<file path="src/rtl/alu_flags.sv">
// ============================================================================
//  Module   : alu_flags
//  Purpose  : 8-bit combinational ALU with registered carry/zero flags and
//             a one-deep shadow copy of the flags for interrupt entry/exit.
//  Revision : 1.0  initial release
// ============================================================================
`default_nettype none

module alu_flags (
    input  logic       clk,
    input  logic       RST,
    input  logic [7:0] A,
    input  logic [7:0] B,
    input  logic [3:0] SEL,
    input  logic       FLG_LD,
    input  logic       FLG_C_SET,
    input  logic       FLG_C_CLR,
    input  logic       FLG_SHAD_LD,
    input  logic       FLG_LD_SEL,
    output logic [7:0] RESULT,
    output logic       C_FLAG,
    output logic       Z_FLAG
);

    localparam logic [3:0] c_OP_ADD  = 4'd0;
    localparam logic [3:0] c_OP_ADDC = 4'd1;
    localparam logic [3:0] c_OP_SUB  = 4'd2;
    localparam logic [3:0] c_OP_SUBC = 4'd3;
    localparam logic [3:0] c_OP_CMP  = 4'd4;
    localparam logic [3:0] c_OP_AND  = 4'd5;
    localparam logic [3:0] c_OP_OR   = 4'd6;
    localparam logic [3:0] c_OP_EXOR = 4'd7;
    localparam logic [3:0] c_OP_TEST = 4'd8;
    localparam logic [3:0] c_OP_LSL  = 4'd9;
    localparam logic [3:0] c_OP_LSR  = 4'd10;
    localparam logic [3:0] c_OP_ROL  = 4'd11;
    localparam logic [3:0] c_OP_ROR  = 4'd12;
    localparam logic [3:0] c_OP_ASR  = 4'd13;
    localparam logic [3:0] c_OP_MOV  = 4'd14;

    logic       r_c_flag;
    logic       r_z_flag;
    logic       r_shad_c;
    logic       r_shad_z;
    logic [8:0] w_ext;
    logic [7:0] w_result;
    logic       w_co;
    logic       w_zero;
    logic       w_cin;

    assign w_cin = r_c_flag;

    // Arithmetic ops run 9 bits wide; bit 8 is carry for add and borrow for subtract.
    always_comb begin
        w_ext    = 9'd0;
        w_result = 8'h00;
        w_co     = 1'b0;
        case (SEL)
            c_OP_ADD: begin
                w_ext    = {1'b0, A} + {1'b0, B};
                w_result = w_ext[7:0];
                w_co     = w_ext[8];
            end
            c_OP_ADDC: begin
                w_ext    = {1'b0, A} + {1'b0, B} + {8'd0, w_cin};
                w_result = w_ext[7:0];
                w_co     = w_ext[8];
            end
            c_OP_SUB, c_OP_CMP: begin
                w_ext    = {1'b0, A} - {1'b0, B};
                w_result = w_ext[7:0];
                w_co     = w_ext[8];
            end
            c_OP_SUBC: begin
                w_ext    = {1'b0, A} - {1'b0, B} - {8'd0, w_cin};
                w_result = w_ext[7:0];
                w_co     = w_ext[8];
            end
            c_OP_AND, c_OP_TEST: w_result = A & B;
            c_OP_OR:             w_result = A | B;
            c_OP_EXOR:           w_result = A ^ B;
            c_OP_LSL: begin
                w_result = {A[6:0], w_cin};
                w_co     = A[7];
            end
            c_OP_LSR: begin
                w_result = {w_cin, A[7:1]};
                w_co     = A[0];
            end
            c_OP_ROL: begin
                w_result = {A[6:0], A[7]};
                w_co     = A[7];
            end
            c_OP_ROR: begin
                w_result = {A[0], A[7:1]};
                w_co     = A[0];
            end
            c_OP_ASR: begin
                w_result = {A[7], A[7:1]};
                w_co     = A[0];
            end
            c_OP_MOV: begin
                w_result = B;
                w_co     = w_cin;
            end
            default: begin
                w_result = 8'h00;
                w_co     = 1'b0;
            end
        endcase
    end

    assign w_zero = (w_result == 8'h00);

    // Shadow capture reads the pre-edge flags, so a simultaneous restore swaps.
    always_ff @(posedge clk) begin
        if (RST) begin
            r_c_flag <= 1'b0;
            r_z_flag <= 1'b0;
            r_shad_c <= 1'b0;
            r_shad_z <= 1'b0;
        end else begin
            if (FLG_LD_SEL)     r_c_flag <= r_shad_c;
            else if (FLG_C_SET) r_c_flag <= 1'b1;
            else if (FLG_C_CLR) r_c_flag <= 1'b0;
            else if (FLG_LD)    r_c_flag <= w_co;

            if (FLG_LD_SEL)     r_z_flag <= r_shad_z;
            else if (FLG_LD)    r_z_flag <= w_zero;

            if (FLG_SHAD_LD) begin
                r_shad_c <= r_c_flag;
                r_shad_z <= r_z_flag;
            end
        end
    end

    assign RESULT = w_result;
    assign C_FLAG = r_c_flag;
    assign Z_FLAG = r_z_flag;

endmodule

`default_nettype wire

</file>
<file path="config.mk">
export PLATFORM = sky130hd
export DESIGN_NAME = alu_flags
export DESIGN_NICKNAME = d
export VERILOG_FILES = /design/src/rtl/alu_flags.sv
export SDC_FILE = /design/constraint.sdc
export NUM_CORES = 1
export LEC_CHECK = 0
export CORE_ASPECT_RATIO = 1.25
export CORE_MARGIN = 2
export CORE_UTILIZATION = 53
export CTS_BUF_LIST = sky130_fd_sc_hd__clkbuf_8
export CTS_CLUSTER_DIAMETER = 50
export CTS_CLUSTER_SIZE = 12
export DETAILED_ROUTE_END_ITERATION = 10
export GPL_TIMING_DRIVEN = 0
export PLACE_DENSITY_LB_ADDON = 0.08
export SYNTH_ARGS = -nofsm -noshare
export SYNTH_HDL_FRONTEND = slang
export SYNTH_SLANG_ARGS = --single-unit
</file>
<file path="constraint.sdc">
create_clock -name clk -period 7.7 [get_ports clk]
set_input_delay 1.925 -clock clk [delete_from_list [all_inputs] [get_ports clk]]
set_output_delay 1.925 -clock clk [all_outputs]
set_load 0.01 [all_outputs]
</file>
Word-level counts from Yosys, hierarchy flattened
Index checks and enable logic that the tools add are counted.

Bits in read-only memories: 0. Memories kept: 0. Latch bits: 0. Memory bits (writable): 0. Word-level logic and storage cells: 43. Register bits: 4.

Order comparisons: 0. Shift-type cells: 0. Mux-type cells: 8. $mul: 0. Eq/ne operators: 15. Bitwise logic cells: 3. Div/mod/pow operators: 0. $add $sub $neg: 4. Reduce and logical (&&, ||, !) cells: 9.

Operators with widths (number): 8-bit one-hot mux with 13 select lines (1); 4-bit equality test (second input constant) (7); 4-bit by 3-bit equality test with 1-bit output (second input constant) (4); 8-bit by 8-bit adder with 9-bit output (1); 9-bit by 1-bit adder with 9-bit output (1); 8-bit by 8-bit subtractor with 9-bit output (1); 9-bit by 1-bit subtractor with 9-bit output (1); 8-bit AND (1); 4-bit by 2-bit equality test with 1-bit output (second input constant) (2); 8-bit logical NOT (1); 8-bit bitwise OR (1); 8-bit bitwise XOR (1); 1-bit one-hot mux with 7 select lines (1); 1-bit two-way mux (6); 2-bit OR reduction (3); 4-bit by 1-bit equality test with 1-bit output (second input constant) (1); 4-bit logical NOT (1); 4-bit inequality test (second input constant) (1); 4-bit nonzero test (1); 3-bit OR reduction (1); 2-bit AND reduction (1); 2-bit nonzero test (1).

Depth between registers and ports, before layout
Gate-level depths: netlist of the first run.

Depth in word-level cells: 7. Gate-level depth with buffers: 13.

Least setup slack after synthesis of the first run
Ideal clock, no wire load.

Path kind: input port to output port. Start point: input A[0]. End point: output RESULT[5]. Arrival: 4.122 ns. Cell stages on the path: 9. Data required time: 5.775 ns. Path slack: 1.653 ns. Buffers on the path: 0. Path through: ha_1 fa_1 a211oi_1 nor2_1 nor4_1 nand2_1 xnor2_1 a221oi_1 o211ai_1.

Longest elaborated chain between the ends: 3. Elaborated cells between the ends (all ways): 5. Those cells by class: 4 x add/sub; 1 x mux.

RTL lines: start: declaration (RTL line 12) `input logic [7:0] A,`; 8-bit by 8-bit subtractor with 9-bit output / 8-bit by 8-bit adder with 9-bit output (equally long branches); 9-bit by 1-bit subtractor with 9-bit output / 9-bit by 1-bit adder with 9-bit output (equally long branches) (RTL line 75, 65); 8-bit one-hot mux with 13 select lines (*) (RTL line 58) `case (SEL)`; end: declaration (RTL line 20) `output logic [7:0] RESULT,`.

Mark *: on every way between the ends. The rest lies on a longest branch, timed or not.

Worst setup path in the final report of the first run
Start point: input A[3]. End point: output RESULT[7].

Same word-level chain as after synthesis.

==> flow_metrics.py, run 1 <==
metrics = {
    "logic_synthesis": {
        "synth-simple-area-share": 0.247,
        "async_flop_share": 0,
        "yosys_warnings": 0,
        "synth-compound-area-share": 0.324,
        "synth_mux_area_frac": 0.0328,
        "synth-seq-cells": 4,
        "synthAdderAreaFrac": 0.170,
        "synth_top_family_by_area": "compound AO/OA/AOI/OAI gates",
        "yosysUniqueCellTypes": 64,
        "synth_edf_count": 0,
        "synth_xor_area_frac": 0.104,
        "ys_seq_area_frac": 0.0350,
        "syn_area_per_cell_um2": 7.09,
        "synth_ff_type": "dfxtp_1",
        "syn-num-nets": 380,
        "syn_area_um2": 2290,
        "syn_inst": 323,
    },
    "clocking": {
        "cts_hold_buf": 0,
        "insertion_delay_ns": 0.22,
        "cts_num_sinks": 4,
        "clockBufferDepth": 2,
        "cts_tree": "done",
        "cts_resized": 0,
        "htree_levels": 1,
        "cts_setup_buffers": 0,
        "cts_root_buffer": "clkbuf_8",
        "cts_inserted_buffers": 3,
        "path_clk_slew_ns": 0.03,
    },
    "timing": {
        "finalMaxSlewViolations": 0,
        "fin_crit_ns": 7.39,
        "rsz0062_at_grt": "false",
        "tns_ns": 0,
        "hold_viol": 0,
        "min_period_over_period": 0.960,
        "tightest_slew_ns": 1.27,
        "max_freq_mhz": 135,
        "finClkSkew_ns": 0.00166,
        "relSlewSlack": 0.146,
        "final-setup-viol-count": 0,
        "fin_ws_ns": 0.307,
    },
    "final_layout": {
        "final_cell_area_um2": 2780,
        "syn_to_final_growth_pct": 21.1,
        "nets": 421,
        "diodes": 0,
        "fillCellCount": 399,
        "final_layout_size_suffix_gt1_frac": 0.0829,
    },
    "floorplanning": {
        "core_area_um2": 4130,
        "die_h_um": 77.5,
        "rows": 26,
        "die-area_um2": 4870,
        "die_w_um": 62.8,
        "io-pin-count": 37,
        "initial_core_util": 0.555,
    },
    "drt": {
        "first_pass_iters": 5,
        "avgViaCountPerCell": 6.48,
        "wl_per_cell_um": 18.6,
        "drtAntennaViolNets": 0,
        "drc": 0,
        "via_count": 2708,
        "drtIter0Drc": 251,
        "wl_mm": 7.79,
    },
    "worst_setup_path": {
        "crit_path_max_incr_delay_ns": 0.71,
        "worstPathArrival_ns": 5.47,
        "cp-end-kind": "output port",
        "cp.buffers_inverters": 4,
        "cp_cell_sequence": "clkdlybuf4s50_1 > inv_1 > ha_1 > buf_4 > nor3_1 > a2111oi_0 > xnor2_1 > o21ai_0 > nor2_1 > xnor2_1 > o211ai_1 > clkdlybuf4s50_1",
        "cp.required_ns": 5.78,
        "path_max_fanout": 10,
        "r2r_slack_ns": 4.92,
        "slowest_stage": "a2111oi_0",
        "crit_path_start_kind": "input port",
        "path_class": "in -> out",
        "crit_family": "buffers and inverters",
    },
    "global_routing": {
        "grt_max_degree": 11,
        "grt_antenna_before_repair": 0,
        "grt_overflow": 0,
        "grt_usage": 0.327,
        "grt_pass1_vias": 2508,
        "grt_pass1_wl_mm": 12.7,
    },
    "placed_design": {
        "dp_hpwl_mm": 6.14,
        "post-place-ws_ns": 0.234,
        "portBuffers": 36,
        "placed_cell_area_um2": 2720,
        "gp_congestion": 0.966,
    },
    "pwr": {
        "powerDensity_nw_per_um2": 101,
        "max-vdd-ir-drop_uv": 46.0,
        "leakage_nw": 1.12,
        "power_uw": 281,
    },
    "worst_hold_path": {
        "hp-class": "reg -> reg",
    },
    "job": {
        "cap_violations": 0,
    },
    "outcome": {
        "outcome": "complete, no violations",
    },
}
placed cells by master (no fill, tap or decap), types with 4 or more instances in the layout:
master,synthesis,final
nor3_1,8,8
dfxtp_1,4,4
o22ai_1,4,4
nand2b_1,6,6
clkdlybuf4s50_1,0,36
ha_1,28,28
xnor2_1,13,13
buf_2,5,5
a22oi_1,7,7
nor2b_1,7,7
xor2_1,8,8
and3_1,5,5
nand3_1,11,11
nor2_1,29,29
inv_1,27,27
nand2_1,25,25
o211ai_1,5,5
o21ai_0,16,16
a21oi_1,22,22
nor3b_1,4,4
clkbuf_1,6,6
logic make-up (layout without fill, tap and decap cells):
kind of cell	Yosys count	in the layout
compound gates	103	103
xor+xnor	23	23
fa+ha+maj	30	30
buf+inv	45	84
flops	4	4
mux	6	6
simple gates	112	112
area by class of cell:
type / instances / area [um^2] / share of cell area
Clock buffer: 3 / 41.3 / 0.0149
Buffer: 18 / 96.3 / 0.0347
Tap cell: 56 / 70.1 / 0.0252
Timing Repair Buffer: 36 / 360 / 0.130
Inverter: 27 / 101 / 0.0365
Sequential cell: 4 / 80.1 / 0.0289
Multi-Input combinational cell: 274 / 2030 / 0.730
synthesized netlist by cell type, drive strengths merged (2+ instances only):
library cell   n  area (um^2)
nor3           8         40.0
o21bai         2         18.8
nor2b          7         43.8
clkbuf         6         22.5
mux2           2         22.5
fa             2         40.0
a221o          3         30.0
a31oi          2         12.5
o32ai          2         17.5
a211oi         4         35.0
and3           6         42.5
nor2          29          109
nand2b         6         37.5
xnor2         14          141
a2bb2oi        2         17.5
a22oi          7         52.6
a222oi         3         30.0
ha            28          350
nand4          3         18.8
nor3b          5         42.5
nand3         11         55.1
nand2         25         93.8
a221oi         4         35.0
nand4b         2         17.5
a22o           3         26.3
or2            2         12.5
xor2           9         97.6
a32oi          2         17.5
o22ai          4         25.0
buf           12         73.8
dfxtp          4         80.1
o211ai         5         37.5
inv           27          101
nor4           3         18.8
a211o          3         26.3
o221ai         3         26.3
or3            3         18.8
o21ai         16         80.1
o31ai          3         22.5
a21oi         23          119
mux2i          3         30.0
o21a           3         22.5
stage by stage:
stage               cells  hold slack, ns  utilization
floorplan             323           0.460            -
global placement      415           0.486        0.659
detailed placement    415           0.487        0.659
CTS                   418           0.494        0.669
global route          418           0.537        0.672
finish                418           0.491        0.672
path summary, 6_finish.rpt:
| check | startpoint | end | cells after the start |
|---|---|---|---|
| worst min register to register | r_shad_c | r_shad_c | 2 |
| worst min-delay path | r_shad_c | r_shad_c | 2 |
| worst max-delay path | A[3] | RESULT[7] | 12 |
| worst max register to register | C_FLAG | Z_FLAG | 7 |
tightest hold or removal path, cell delays in order (launching register included):
cell and delay (ns):
dfxtp_1 0.32, mux2i_1 0.07, nor2_1 0.07
flip-flops by register name, indices dropped and copies added, names as in the netlist:
name	flops
r_shad_z	1
r_shad_c	1
Z_FLAG	1
C_FLAG	1
power by group:
part | internal, mW | leakage [nW] | switching (mW)
clock network | 0.0333 | 0.0216 | 0.0104
registers | 0.0216 | 0.0326 | 0.00104
logic | 0.0937 | 1.07 | 0.121
layer usage:
| layer | part of all wire | global-route usage | up-vias |
|---|---|---|---|
| li1 | - | - | 1274 |
| met1 | 0.41 | 0.424 | 1260 |
| met2 | 0.48 | 0.566 | 152 |
| met3 | 0.075 | 0.0348 | 22 |
| met4 | 0.031 | 0.104 | 0 |
| met5 | 0 | 0 | - |
No activity file was read; power rests on OpenSTA's default activity.
==> run 2: changes to the inputs <==
--- a/config.mk
+++ b/config.mk
@@ -5,6 +5,8 @@
 export SDC_FILE = /design/constraint.sdc
 export NUM_CORES = 1
 export LEC_CHECK = 0
+export ABC_CLOCK_PERIOD_IN_PS = 7700
+export CAP_MARGIN = 15
 export CORE_ASPECT_RATIO = 1.25
 export CORE_MARGIN = 2
 export CORE_UTILIZATION = 53
==> flow_metrics.py, run 2 (same netlist as run 1, synthesis figures left out) <==
metrics = {
    "outcome": {
        "outcome": "complete, no violations",
    },
    "timing": {
        "rsz0062_at_grt": "false",
        "tightest_slew_ns": 0.731,
        "min_period_over_period": 0.960,
        "final-setup-viol-count": 0,
        "tns_ns": 0,
        "hold_viol": 0,
        "relSlewSlack": 0.500,
        "fin_ws_ns": 0.312,
        "fin_crit_ns": 7.39,
        "finClkSkew_ns": 0.00162,
        "finalMaxSlewViolations": 0,
        "max_freq_mhz": 135,
    },
    "final_layout": {
        "final_layout_size_suffix_gt1_frac": 0.0854,
        "multi_input_area_um2": 2030,
        "regArea_um2": 80.1,
        "final_common_cell": "clkdlybuf4s50_1",
        "final_cell_mix": "clkdlybuf4s50_1, nor2_1, ha_1",
        "syn_to_final_growth_pct": 21.4,
        "diodes": 0,
        "fillCellCount": 400,
        "nets": 422,
    },
    "placed_design": {
        "post-place-ws_ns": 0.234,
        "dp_hpwl_mm": 6.14,
        "portBuffers": 36,
        "gp_congestion": 0.966,
    },
    "global_routing": {
        "grt_overflow": 0,
        "grt_antenna_before_repair": 0,
        "grtUsageMet3": 0.0348,
        "grt_pass1_vias": 2508,
        "top_usage_layer": "met2",
        "grt_pass1_wl_mm": 12.7,
        "grt_usage": 0.327,
        "grt_util_met1": 0.424,
        "met2_usage": 0.566,
        "grt_max_degree": 11,
    },
    "drt": {
        "via_count": 2733,
        "first_pass_iters": 5,
        "drtAntennaViolNets": 0,
        "avgViaCountPerCell": 6.52,
        "wl_mm": 7.81,
        "wl_per_cell_um": 18.6,
        "drtIter0Drc": 240,
        "drc": 0,
    },
    "floorplanning": {
        "die_w_um": 62.8,
        "core_area_um2": 4130,
        "io-pin-count": 37,
        "initial_core_util": 0.555,
        "die-area_um2": 4870,
        "die_h_um": 77.5,
        "rows": 26,
    },
    "worst_setup_path": {
        "crit_path_max_incr_delay_ns": 0.69,
        "path_class": "in -> out",
        "cp_cell_sequence": "clkdlybuf4s50_1 > inv_1 > ha_1 > buf_4 > nor3_1 > a2111oi_0 > xnor2_1 > o21ai_0 > nor2_1 > xnor2_1 > o211ai_1 > clkdlybuf4s50_1",
        "crit_path_start_kind": "input port",
        "path_max_fanout": 10,
        "cp-end-kind": "output port",
        "slowest_stage": "a2111oi_0",
        "worstPathArrival_ns": 5.46,
        "cp.required_ns": 5.78,
    },
    "clocking": {
        "insertion_delay_ns": 0.22,
        "path_clk_slew_ns": 0.03,
        "cts_inserted_buffers": 3,
        "cts_hold_buf": 0,
        "htree_levels": 1,
        "cts_root_buffer": "clkbuf_8",
        "cts_num_sinks": 4,
        "clockBufferDepth": 2,
        "cts_tree": "done",
    },
    "pwr": {
        "max-vdd-ir-drop_uv": 46.9,
        "powerDensity_nw_per_um2": 101,
        "leakage_nw": 1.13,
    },
    "job": {
        "cap_violations": 0,
    },
    "worst_hold_path": {
        "hp-class": "reg -> reg",
    },
}
[run 2: cell type report]
type | instances | area share
Timing Repair Buffer | 37 | 0.131
Buffer | 18 | 0.0347
Inverter | 27 | 0.0365
Tap cell | 56 | 0.0252
Sequential cell | 4 | 0.0288
Clock buffer | 3 | 0.0149
Multi-Input combinational cell | 274 | 0.729
[run 2: worst max-delay path: cells and delay by family]
family,cells,cell delay [ns]
buf+inv,4,1.47
fa+ha+maj,1,0.29
compound gates,3,1.11
xor+xnor,2,0.44
simple gates,2,0.23
[run 2: worst paths after layout]
| check | startpoint | endpoint | slack [ns] | depth (start not counted) |
|---|---|---|---|---|
| setup / recovery | A[3] | RESULT[7] | 0.31 | 12 |
| hold / removal | r_shad_c | r_shad_c | 0.49 | 2 |
| setup reg to reg | C_FLAG | Z_FLAG | 4.92 | 7 |
| hold reg to reg | r_shad_c | r_shad_c | 0.49 | 2 |
[run 2: what timing repair did]
| action | 4_1_cts | 5_1_grt |
|---|---|---|
| setup endpoints to repair | 0 | 3 |
| gates resized for setup | 0 | 2 |
| setup buffers | 0 | 0 |
[run 2: power breakdown]
part / leakage (nW) / switching, mW / internal, mW
clock network: 0.0216 / 0.0105 / 0.0333
registers: 0.0326 / 0.00106 / 0.0216
logic: 1.07 / 0.122 / 0.0938
total: 1.13 / 0.133 / 0.149
[run 2: metal layers]
layer / routed length [um] / part of all wire
met4: 258 / 0.033
met5: 0 / 0
met2: 3740 / 0.48
met3: 643 / 0.082
met1: 3170 / 0.41
[run 2: stage by stage]
stage	cells	util	area [um^2]	power [mW]	hold slack, ns
final	419	0.673	2780	0.282	0.491
after global routing	419	0.673	2780	0.302	0.537
after CTS	418	0.669	2760	0.276	0.494
after detailed placement	415	0.659	2720	0.231	0.487
after global placement	415	0.659	2720	0.228	0.486
after floorplan	323	-	2290	0.161	0.460
